$ cat src/rtl/mem_arbiter.sv
// mem_arbiter: round-robin arbiter sharing one mem_unit between NUM_REQ
// requesters. The granted request is muxed onto the memory port, and reads
// are tracked through a LATENCY-deep {valid, id} pipeline so that the
// read-valid strobe returns to the requester that issued the read.
//
// Ports:
//   clk_i, rst_i        clock, synchronous active-high reset
//   req_i, lock_i       per-requester request / lock request
//   w_en_i              per-requester write enable
//   addr_i, w_data_i,   packed per-requester address, write data and
//   b_en_i              byte enables (requester k uses slice k)
//   gnt_o               one-hot grant, combinational
//   r_valid_o, r_data_o one-hot read-valid strobe, broadcast read data
//   mem_*_o             request fields towards mem_unit
//   mem_r_data_i        read data from mem_unit
//
// Build option: MEM_ARB_LOCK_EN enables locked grants bounded by MAX_LOCK.
// Without it lock_i is ignored and arbitration is pure round-robin.

module mem_arbiter #(
  parameter int NUM_REQ    = 4,
  parameter int NUM_WORDS  = 64,
  parameter int DATA_WIDTH = 32,
  parameter int BYTE_WIDTH = 8,
  parameter int LATENCY    = 1,
  parameter int MAX_LOCK   = 4,
  localparam int ADDR_WIDTH = $clog2(NUM_WORDS),
  localparam int NUM_BYTES  = DATA_WIDTH / BYTE_WIDTH,
  localparam int ID_WIDTH   = $clog2(NUM_REQ)
) (
  input  logic                            clk_i,
  input  logic                            rst_i,
  input  logic [NUM_REQ-1:0]              req_i,
  input  logic [NUM_REQ-1:0]              lock_i,
  input  logic [NUM_REQ-1:0]              w_en_i,
  input  logic [NUM_REQ*ADDR_WIDTH-1:0]   addr_i,
  input  logic [NUM_REQ*DATA_WIDTH-1:0]   w_data_i,
  input  logic [NUM_REQ*NUM_BYTES-1:0]    b_en_i,
  output logic [NUM_REQ-1:0]              gnt_o,
  output logic [NUM_REQ-1:0]              r_valid_o,
  output logic [DATA_WIDTH-1:0]           r_data_o,
  output logic                            mem_req_o,
  output logic                            mem_w_en_o,
  output logic [ADDR_WIDTH-1:0]           mem_addr_o,
  output logic [DATA_WIDTH-1:0]           mem_w_data_o,
  output logic [NUM_BYTES-1:0]            mem_b_en_o,
  input  logic [DATA_WIDTH-1:0]           mem_r_data_i
);

  localparam int CW = ID_WIDTH + 1;

  logic [ID_WIDTH-1:0] ptr_q, ptr_d;
  logic [ID_WIDTH-1:0] rr_idx, gnt_idx, gnt_next;
  logic                rr_vld, gnt_vld;
  logic [CW-1:0]       cand;

  // Walk from the far end back towards ptr so the lowest offset wins.
  always_comb begin
    rr_idx = '0;
    rr_vld = 1'b0;
    cand   = '0;
    for (int i = NUM_REQ - 1; i >= 0; i--) begin
      cand = {1'b0, ptr_q} + CW'(i);
      if (cand >= CW'(NUM_REQ)) cand = cand - CW'(NUM_REQ);
      if (req_i[cand[ID_WIDTH-1:0]]) begin
        rr_vld = 1'b1;
        rr_idx = cand[ID_WIDTH-1:0];
      end
    end
  end

  assign gnt_next = (gnt_idx == ID_WIDTH'(NUM_REQ - 1)) ? '0 : gnt_idx + ID_WIDTH'(1);

`ifdef MEM_ARB_LOCK_EN
  localparam int LCW = $clog2(MAX_LOCK + 1);

  logic                locked_q, locked_d;
  logic [ID_WIDTH-1:0] lock_id_q, lock_id_d;
  logic [LCW-1:0]      lock_cnt_q, lock_cnt_d, lock_cnt_inc;
  logic                lock_hold;

  // A lock only carries over while the owner keeps requesting.
  assign lock_hold = locked_q & req_i[lock_id_q];
  assign gnt_idx   = lock_hold ? lock_id_q : rr_idx;
  assign gnt_vld   = ~rst_i & (lock_hold | rr_vld);

  // lock_cnt counts consecutive grants to the owner; the grant that would
  // reach MAX_LOCK releases the lock and rotation resumes from owner+1.
  always_comb begin
    ptr_d        = ptr_q;
    locked_d     = 1'b0;
    lock_id_d    = lock_id_q;
    lock_cnt_d   = '0;
    lock_cnt_inc = (lock_hold ? lock_cnt_q : '0) + LCW'(1);
    if (gnt_vld) begin
      if (lock_i[gnt_idx] && (lock_cnt_inc < LCW'(MAX_LOCK))) begin
        locked_d   = 1'b1;
        lock_id_d  = gnt_idx;
        lock_cnt_d = lock_cnt_inc;
      end else begin
        ptr_d = gnt_next;
      end
    end
  end

  always_ff @(posedge clk_i) begin
    if (rst_i) begin
      locked_q   <= 1'b0;
      lock_id_q  <= '0;
      lock_cnt_q <= '0;
    end else begin
      locked_q   <= locked_d;
      lock_id_q  <= lock_id_d;
      lock_cnt_q <= lock_cnt_d;
    end
  end
`else
  localparam int unused_max_lock = MAX_LOCK;
  logic unused_lock;

  assign unused_lock = ^lock_i;
  assign gnt_idx     = rr_idx;
  assign gnt_vld     = ~rst_i & rr_vld;

  always_comb begin
    ptr_d = ptr_q;
    if (gnt_vld) ptr_d = gnt_next;
  end
`endif

  always_comb begin
    gnt_o        = '0;
    mem_req_o    = 1'b0;
    mem_w_en_o   = 1'b0;
    mem_addr_o   = '0;
    mem_w_data_o = '0;
    mem_b_en_o   = '0;
    if (gnt_vld) begin
      gnt_o[gnt_idx] = 1'b1;
      mem_req_o      = 1'b1;
      mem_w_en_o     = w_en_i[gnt_idx];
      mem_addr_o     = addr_i[int'(gnt_idx)*ADDR_WIDTH +: ADDR_WIDTH];
      mem_w_data_o   = w_data_i[int'(gnt_idx)*DATA_WIDTH +: DATA_WIDTH];
      mem_b_en_o     = b_en_i[int'(gnt_idx)*NUM_BYTES +: NUM_BYTES];
    end
  end

  logic [LATENCY-1:0]  pipe_vld_q;
  logic [ID_WIDTH-1:0] pipe_id_q [LATENCY];

  // Ids need no reset: they are only looked at behind a valid bit.
  always_ff @(posedge clk_i) begin
    if (rst_i) begin
      ptr_q      <= '0;
      pipe_vld_q <= '0;
    end else begin
      ptr_q         <= ptr_d;
      pipe_vld_q[0] <= gnt_vld & ~mem_w_en_o;
      pipe_id_q[0]  <= gnt_idx;
      for (int s = 1; s < LATENCY; s++) begin
        pipe_vld_q[s] <= pipe_vld_q[s-1];
        pipe_id_q[s]  <= pipe_id_q[s-1];
      end
    end
  end

  always_comb begin
    r_valid_o = '0;
    if (pipe_vld_q[LATENCY-1] && !rst_i) r_valid_o[pipe_id_q[LATENCY-1]] = 1'b1;
  end

  assign r_data_o = mem_r_data_i;

endmodule

$ cat config.mk
export PLATFORM = sky130hd
export DESIGN_NAME = mem_arbiter
export DESIGN_NICKNAME = d
export VERILOG_FILES = /design/src/rtl/mem_arbiter.sv
export SDC_FILE = /design/constraint.sdc
export NUM_CORES = 1
export LEC_CHECK = 0
export BUFFER_PORTS_ARGS = -buffer_cell sky130_fd_sc_hd__buf_2
export CORE_AREA = 2 2 116 118
export DETAILED_ROUTE_END_ITERATION = 10
export DIE_AREA = 0 0 118 120
export MAX_ROUTING_LAYER = met4
export SETUP_SLACK_MARGIN = 0.2
export SYNTH_ARGS = -nofsm -noshare
export SYNTH_HDL_FRONTEND = slang
export SYNTH_SLANG_ARGS = --single-unit
$ cat constraint.sdc
create_clock -name clk_i -period 2 [get_ports clk_i]
set_clock_uncertainty 0.2 [all_clocks]
set_input_delay 0.4 -clock clk_i [delete_from_list [all_inputs] [get_ports clk_i]]
set_output_delay 0.4 -clock clk_i [all_outputs]
set_load 0.1 [all_outputs]
Yosys cells after proc, flatten, opt, wreduce, memory -nomap -nowiden

Memory sizes are Yosys's and may differ from the RTL's.
Index checks and enable logic that the tools add are counted.

Word-level logic and storage cells: 71
Memory bits (writable): 2
Memories: 1
Output and inout bits: 84
Flip-flop bits (word level): 3

Memories:

| memory    | depth | bits a word | read ports | clocked after Yosys merged registers in | wr ports | line | RTL |
|---|---|---|---|---|---|---|---|
| pipe_id_q | 1     | 2           | 1          | 0                                       | 1        | 149  | `logic [ID_WIDTH-1:0] pipe_id_q [LATENCY];` |

Multiply operators: 1
Bitwise gates (word level): 4
Muxes and demuxes: 35
$lt $le $gt $ge: 12
Shift operators: 3
Add/sub/neg operators: 8
Reductions and logical operators: 4
Equality and inequality tests: 1

Operators by type and width:

| kind                                                                                 | number |
|---|---|
| 128-bit by 8-bit variable part select with 32-bit output                             | 1 |
| 32-bit 2-to-1 mux                                                                    | 1 |
| 24-bit by 6-bit variable part select with 6-bit output                               | 1 |
| 2-bit by 3-bit < comparator with 1-bit output (second input constant)                | 6 |
| 2-bit 2-to-1 mux                                                                     | 9 |
| 16-bit by 5-bit variable part select with 4-bit output                               | 1 |
| 1-bit 2-to-1 mux                                                                     | 14 |
| 4-bit 2-to-1 mux                                                                     | 3 |
| 1-bit binary-select mux with 2-bit select                                            | 5 |
| 3-bit greater-or-equal comparator (second input constant)                            | 3 |
| 2-bit by 1-bit subtractor with 2-bit output (second input constant)                  | 4 |
| 2-bit by 2-bit adder with 3-bit output (second input constant)                       | 2 |
| 6-bit 2-to-1 mux                                                                     | 1 |
| 1-bit demux with 2-bit select                                                        | 2 |
| 2-bit by 1-bit greater-or-equal comparator with 1-bit output (second input constant) | 2 |
| 2-bit by 2-bit multiplier with 4-bit output (second input constant)                  | 1 |
| 2-bit by 1-bit adder with 3-bit output (second input constant)                       | 1 |
| 2-bit by 3-bit greater-or-equal comparator with 1-bit output (second input constant) | 1 |
| 1-bit logical AND                                                                    | 3 |
| 2-bit by 1-bit adder with 2-bit output (second input constant)                       | 1 |
| 1-bit AND                                                                            | 2 |
| 2-bit == test (second input constant)                                                | 1 |
| 1-bit NOT                                                                            | 2 |
| 1-bit logical NOT                                                                    | 1 |

Longest topological paths before layout

Depth after elaboration: 14
Gate-level depth with buffers: 10

Least setup slack after synthesis

OpenSTA, ideal clock, no wires.

Kind: reg-to-output
From: memory pipe_id_q[0][0] (netlist bit)
To: output port r_valid_o[0]
Data arrival time: 3.536 ns
Path buffers: 0
Slack: -2.136 ns
Stages on the path, launching flop included: 2
Data required time: 1.400 ns
Cells stage by stage: edfxtp_1 nor4b_1

Cells in the longest elaborated chain, start to end: 6
Elaborated cells on any way between the ends: 7
Classes of those cells: 2 x order compare; 3 x mux; 1 x reduce/logical; 1 x memory

RTL lines:

| item                                                                                                                                                       | line | RTL |
|---|---|---|
| start: declaration                                                                                                                                         | 149  |  |
| memory 1 x 2 bit (*)                                                                                                                                       | --   |  |
| 2-bit by 3-bit < comparator with 1-bit output (not written as such) / 2-bit by 1-bit greater-or-equal comparator with 1-bit output (equally long branches) | 169  | `if (pipe_vld_q[LATENCY-1] && !rst_i) r_valid_o[pipe_id_q[LATENCY-1]] = 1'b1;` |
| 1-bit logical AND (not written as such)                                                                                                                    | 169  |  |
| 1-bit 2-to-1 mux (not written as such)                                                                                                                     | 169  |  |
| 1-bit demux with 2-bit select (*)                                                                                                                          | 169  |  |
| 4-bit 2-to-1 mux (*)                                                                                                                                       | 169  |  |
| end: declaration                                                                                                                                           | 40   | `output logic [NUM_REQ-1:0] r_valid_o,` |

Every way passes the cells marked *; elsewhere a longest branch is shown, timed or not.

Final worst setup path

From: register ptr_q[0]
To: output port mem_w_data_o[23]

Cells in the longest elaborated chain, start to end: 11
Elaborated cells on any way between the ends: 34
Classes of those cells: 7 x add/sub; 4 x order compare; 1 x shift; 21 x mux; 1 x bitwise

RTL lines:

| item                                                                                                    | line     | RTL |
|---|---|---|
| start: declaration                                                                                      | 52       | `logic [ID_WIDTH-1:0] ptr_q, ptr_d;` |
| start signal: assignment                                                                                | 157      | `ptr_q <= ptr_d;` |
| 2-bit by 2-bit adder with 3-bit output                                                                  | 63       | `cand = {1'b0, ptr_q} + CW'(i);` |
| 3-bit greater-or-equal comparator / 2-bit by 1-bit subtractor with 2-bit output (equally long branches) | 64       | `if (cand >= CW'(NUM_REQ)) cand = cand - CW'(NUM_REQ);` |
| 2-bit 2-to-1 mux                                                                                        | 64       |  |
| 1-bit binary-select mux with 2-bit select                                                               | 65       | `if (req_i[cand[ID_WIDTH-1:0]]) begin` |
| 1-bit 2-to-1 mux (not written as such)                                                                  | 65       |  |
| 2-bit 2-to-1 mux / 1-bit 2-to-1 mux (equally long branches) (4 in series)                               | 65       |  |
| 128-bit by 8-bit variable part select with 32-bit output / 1-bit AND (equally long branches)            | 143, 123 |  |
| 32-bit 2-to-1 mux (*)                                                                                   | 138      | `if (gnt_vld) begin` |
| end: declaration                                                                                        | 45       | `output logic [DATA_WIDTH-1:0] mem_w_data_o,` |

Every way passes the cells marked *; elsewhere a longest branch is shown, timed or not. The select of a mux whose other input is x is not followed.

==> impl_metrics.prom <==
# TYPE chip_impl_metric gauge
chip_impl_metric{name="fill_cell_count",unit=""} 1165
chip_impl_metric{name="postCtsHoldBufs",unit=""} 0
chip_impl_info{name="critical_path.startpoint",value="ptr_q[0]$_SDFFE_PP0P_"} 1
chip_impl_metric{name="vdd.ir_drop.worst",unit="mV"} 0.5662
chip_impl_metric{name="die-area",unit="µm²"} 14160
chip_impl_info{name="topRoutingLayerUsed",value="met4"} 1
chip_impl_metric{name="fmax",unit="MHz"} 393.1
chip_impl_metric{name="synth.cell_area",unit="µm²"} 1879
chip_impl_metric{name="groute.usage.overall",unit="%"} 14.07
chip_impl_metric{name="synth_seq_cells",unit=""} 5
chip_impl_metric{name="drv_slew",unit=""} 0
chip_impl_info{name="endpoint_of_the_lowest_slack_register_to_register_path",value="ptr_q[0]$_SDFFE_PP0P_"} 1
chip_impl_metric{name="pin_slew_with_the_least_headroom_to_its_limit",unit="ns"} 0.3248
chip_impl_metric{name="drive_gt1_share",unit="%"} 91.95
chip_impl_metric{name="dpl.hpwl",unit="µm"} 8268
chip_impl_info{name="violations_in_the_final_reports",value="negative setup slack"} 1
chip_impl_metric{name="floorplan.initialDensity",unit="%"} 14.48
chip_impl_metric{name="cts_htree_levels",unit=""} 1
chip_impl_metric{name="pin_count",unit=""} 298
chip_impl_metric{name="hold_viol",unit=""} 0
chip_impl_info{name="grt_setup_unrepaired",value="true"} 1
chip_impl_metric{name="grt.overflow.total",unit=""} 0
chip_impl_info{name="critPathSlowestCell",value="dfxtp_2"} 1
chip_impl_metric{name="footprint_of_the_multi_input_gates",unit="µm²"} 2591
chip_impl_info{name="clock_tree_from_tritoncts",value="yes"} 1
chip_impl_metric{name="synth_edf_count",unit=""} 2
chip_impl_info{name="critPathLaunchType",value="flop"} 1
chip_impl_metric{name="grt_max_degree",unit=""} 17
chip_impl_metric{name="tns",unit="ns"} -23.52
chip_impl_metric{name="critPathRequiredTime",unit="ns"} 1.40
chip_impl_metric{name="wl_met3",unit="µm"} 620
chip_impl_metric{name="final_net_count",unit=""} 691
chip_impl_metric{name="final-seq-area",unit="µm²"} 125.1
chip_impl_info{name="timing.hold.worst.class",value="in2reg"} 1
chip_impl_metric{name="p_r_area_growth_vs_syn",unit="%"} 205.5
chip_impl_metric{name="cp_slowest_stage_delay",unit="ns"} 0.33
chip_impl_metric{name="drt-vias-per-instance",unit=""} 4.347
chip_impl_metric{name="post-route-util",unit="%"} 44.23
chip_impl_metric{name="postLayoutSetupSlackWorst",unit="ns"} -0.5441
chip_impl_metric{name="grt_antenna_before_repair",unit=""} 0
chip_impl_info{name="timing.critical_path.to_type",value="output pin"} 1
chip_impl_metric{name="worst_setup_hold_path_clk_slew",unit="ns"} 0.03
chip_impl_metric{name="asyncSetResetFlopFracSynth",unit="%"} 0
chip_impl_info{name="synth_top_cell_by_area",value="mux2i_1"} 1
chip_impl_metric{name="die-width",unit="µm"} 118
chip_impl_metric{name="worstPathMaxFanout",unit=""} 17
chip_impl_metric{name="ctsLongestPathBuffers",unit=""} 2
chip_impl_info{name="critPathMostFrequentCell",value="buf_12"} 1
chip_impl_metric{name="preCtsSetupSlack",unit="ns"} -0.5928
chip_impl_metric{name="finish.instance_area",unit="µm²"} 5741
chip_impl_info{name="r2r_start",value="ptr_q[0]$_SDFFE_PP0P_"} 1
chip_impl_metric{name="cp.arrival",unit="ns"} 1.94
chip_impl_metric{name="drt_pre_antenna_iters",unit=""} 4
chip_impl_metric{name="floorplan.core_area",unit="µm²"} 12980
chip_impl_metric{name="postRouteWirelength",unit="µm"} 10390
chip_impl_metric{name="dr_wl_met2",unit="µm"} 5907
chip_impl_info{name="crit_type",value="reg2out"} 1
chip_impl_metric{name="r2r_setup_slack",unit="ns"} 0.04
chip_impl_info{name="worstPathCellList",value="nand2b_4, a21oi_2, a211o_4, buf_12, buf_16, mux2i_2, o22ai_4, buf_12"} 1
chip_impl_metric{name="post_drt_wl_per_cell",unit="µm"} 16.03
chip_impl_metric{name="minimum_clock_period_after_layout",unit="ns"} 2.544
chip_impl_metric{name="drc",unit=""} 0
chip_impl_metric{name="post_synthesis_sequential_area_ratio",unit="%"} 6.391
chip_impl_metric{name="clock_latency",unit="ns"} 0.23
chip_impl_metric{name="via_count_of_the_first_global_routing_pass",unit=""} 3084
chip_impl_metric{name="post-route-period-util",unit="%"} 127.2
chip_impl_metric{name="num_antenna_cells",unit=""} 0
chip_impl_metric{name="postSynthAreaPerCell",unit="µm²"} 8.352
chip_impl_metric{name="route.vias.total",unit=""} 2817
chip_impl_metric{name="die_height",unit="µm"} 120
chip_impl_metric{name="worstRegToRegCells",unit=""} 11
chip_impl_info{name="outcome",value="finished, violations left"} 1
chip_impl_metric{name="report.final.setup_viol",unit=""} 48
chip_impl_metric{name="cts_buffers",unit=""} 3
chip_impl_metric{name="postPlaceCellArea",unit="µm²"} 4945
chip_impl_metric{name="drt_iter0_markers",unit=""} 70
chip_impl_info{name="root_buffer",value="clkbuf_16"} 1
chip_impl_metric{name="pd_cells",unit="nW/µm²"} 960.8
chip_impl_metric{name="clkSinkCount",unit=""} 5
chip_impl_metric{name="timing.max_cap.violations",unit=""} 0
chip_impl_metric{name="synth.distinct_cells",unit=""} 25
chip_impl_metric{name="post_synth_inst_count",unit=""} 225
chip_impl_metric{name="gp_congestion",unit=""} 0.7782
chip_impl_metric{name="m1WireLength",unit="µm"} 3667
chip_impl_metric{name="num_rows",unit=""} 42
chip_impl_metric{name="numPortBuffers",unit=""} 229
chip_impl_metric{name="leakage",unit="nW"} 2.397
chip_impl_info{name="setup.worst_path.end",value="mem_w_data_o[23]"} 1
chip_impl_metric{name="first_pass_grt_wire_length",unit="µm"} 15730
chip_impl_metric{name="slew-limit-headroom",unit="%"} 77.73
chip_impl_metric{name="synthesis.yosys.warnings",unit=""} 0
chip_impl_metric{name="post_synth_net_total",unit=""} 443
chip_impl_metric{name="post_route_worst_hold_slack",unit="ns"} 0.3495
chip_impl_info{name="synth.top_cells.by_area",value="mux2i_1 46%, o22ai_1 15%, buf_4 15%, buf_2 3.2%, dfxtp_1 3.2%"} 1
chip_impl_info{name="synth-main-ff-cell",value="dfxtp_1"} 1
chip_impl_metric{name="route.antenna.remaining_nets",unit=""} 0
chip_impl_metric{name="synth_top_area_share",unit="%"} 46.34
==> final cells by class <==
class                   instances  area share (%)
repair buffers                292           47.04
well taps                     176           3.836
multi-input cells             165           45.14
inverters                       6          0.4359
clock buffers                   4           1.373
flip-flops and latches          5           2.180
==> per-stage QoR <==
step / power, mW / std cells
after floorplan: 3.385 / 225
after global placement: 4.529 / 633
after detailed placement: 4.589 / 633
after CTS: 5.247 / 642
after global routing: 5.721 / 648
final: 5.516 / 648
==> cells in the mapped netlist (2+ instances only) <==
master	count
nor2_1	5
edfxtp_1	2
nor4bb_1	2
o22ai_1	45
dfxtp_1	3
inv_1	6
and2_1	4
mux2i_1	87
nand2_2	2
a21oi_1	3
nand2b_1	2
buf_4	37
ha_1	4
buf_2	12
==> registers in the layout, summed over array words and instances (netlist names) <==
name and flops:
pipe_vld_q 1, ptr_q 2, pipe_id_q 2
==> where the power goes <==
group          switching [mW]  internal, mW
Clock                  0.0670         0.264
Combinational            2.77          2.25
Sequential             0.0322         0.135
==> layout by cell type (no fill, tap or decap), types with 3 or more instances in the layout <==
master	n
buf_2	175
buf_12	63
mux2i_2	48
o22ai_4	43
buf_4	30
mux2i_4	20
mux2i_1	19
buf_6	18
nor2_1	5
clkbuf_16	5
inv_1	3
nand2_8	3
ha_1	3
==> layer usage <==
| metal | GRT usage [%] | vias up |
|---|---|---|
| met5 | - | - |
| met4 | 3.012 | 0 |
| met3 | 2.709 | 26 |
| met2 | 27.51 | 143 |
| met1 | 14.55 | 1311 |
| li1 | - | 1337 |
==> how the worst min path moves through the flow <==
stage,start,endpoint,depth (start not counted)
final,w_en_i[1],pipe_vld_q$_SDFF_PP0_,3
after global routing,w_en_i[1],pipe_vld_q$_SDFF_PP0_,3
after CTS,w_en_i[1],pipe_vld_q$_SDFF_PP0_,3
after detailed placement,ptr_q[1]$_SDFFE_PP0P_,ptr_q[1]$_SDFFE_PP0P_,2
after global placement,ptr_q[1]$_SDFFE_PP0P_,ptr_q[1]$_SDFFE_PP0P_,2
after floorplan,rst_i,ptr_q[1]$_SDFFE_PP0P_,1
==> repair_timing <==
action | 4_1_cts | 5_1_grt
gates cloned | 1 | 2
pin swaps | 27 | 13
resized for setup | 86 | 43
endpoints found under the hold margin | 0 | 0
endpoints found under the setup margin | 55 | 55
setup buffers | 4 | 4
==> critical path: cells and delay by family (launching register included) <==
kind	cells	cell delay (ns)
flops	1	0.33
buf+inv	3	0.53
mux	1	0.16
simple gates	1	0.12
compound gates	3	0.54
==> cell families (layout without fill, tap and decap cells) <==
family | Yosys count | after routing | synth area share [%]
multiplexers | 89 | 89 | 47.54
buffers and inverters | 56 | 302 | 19.77
AO/OA/AOI/OAI | 50 | 50 | 16.64
AND/OR/NAND/NOR | 21 | 22 | 6.991
flip-flops | 5 | 5 | 6.392
adder cells (fa/ha/maj) | 4 | 4 | 2.663
(Power assumes the default switching activity.)
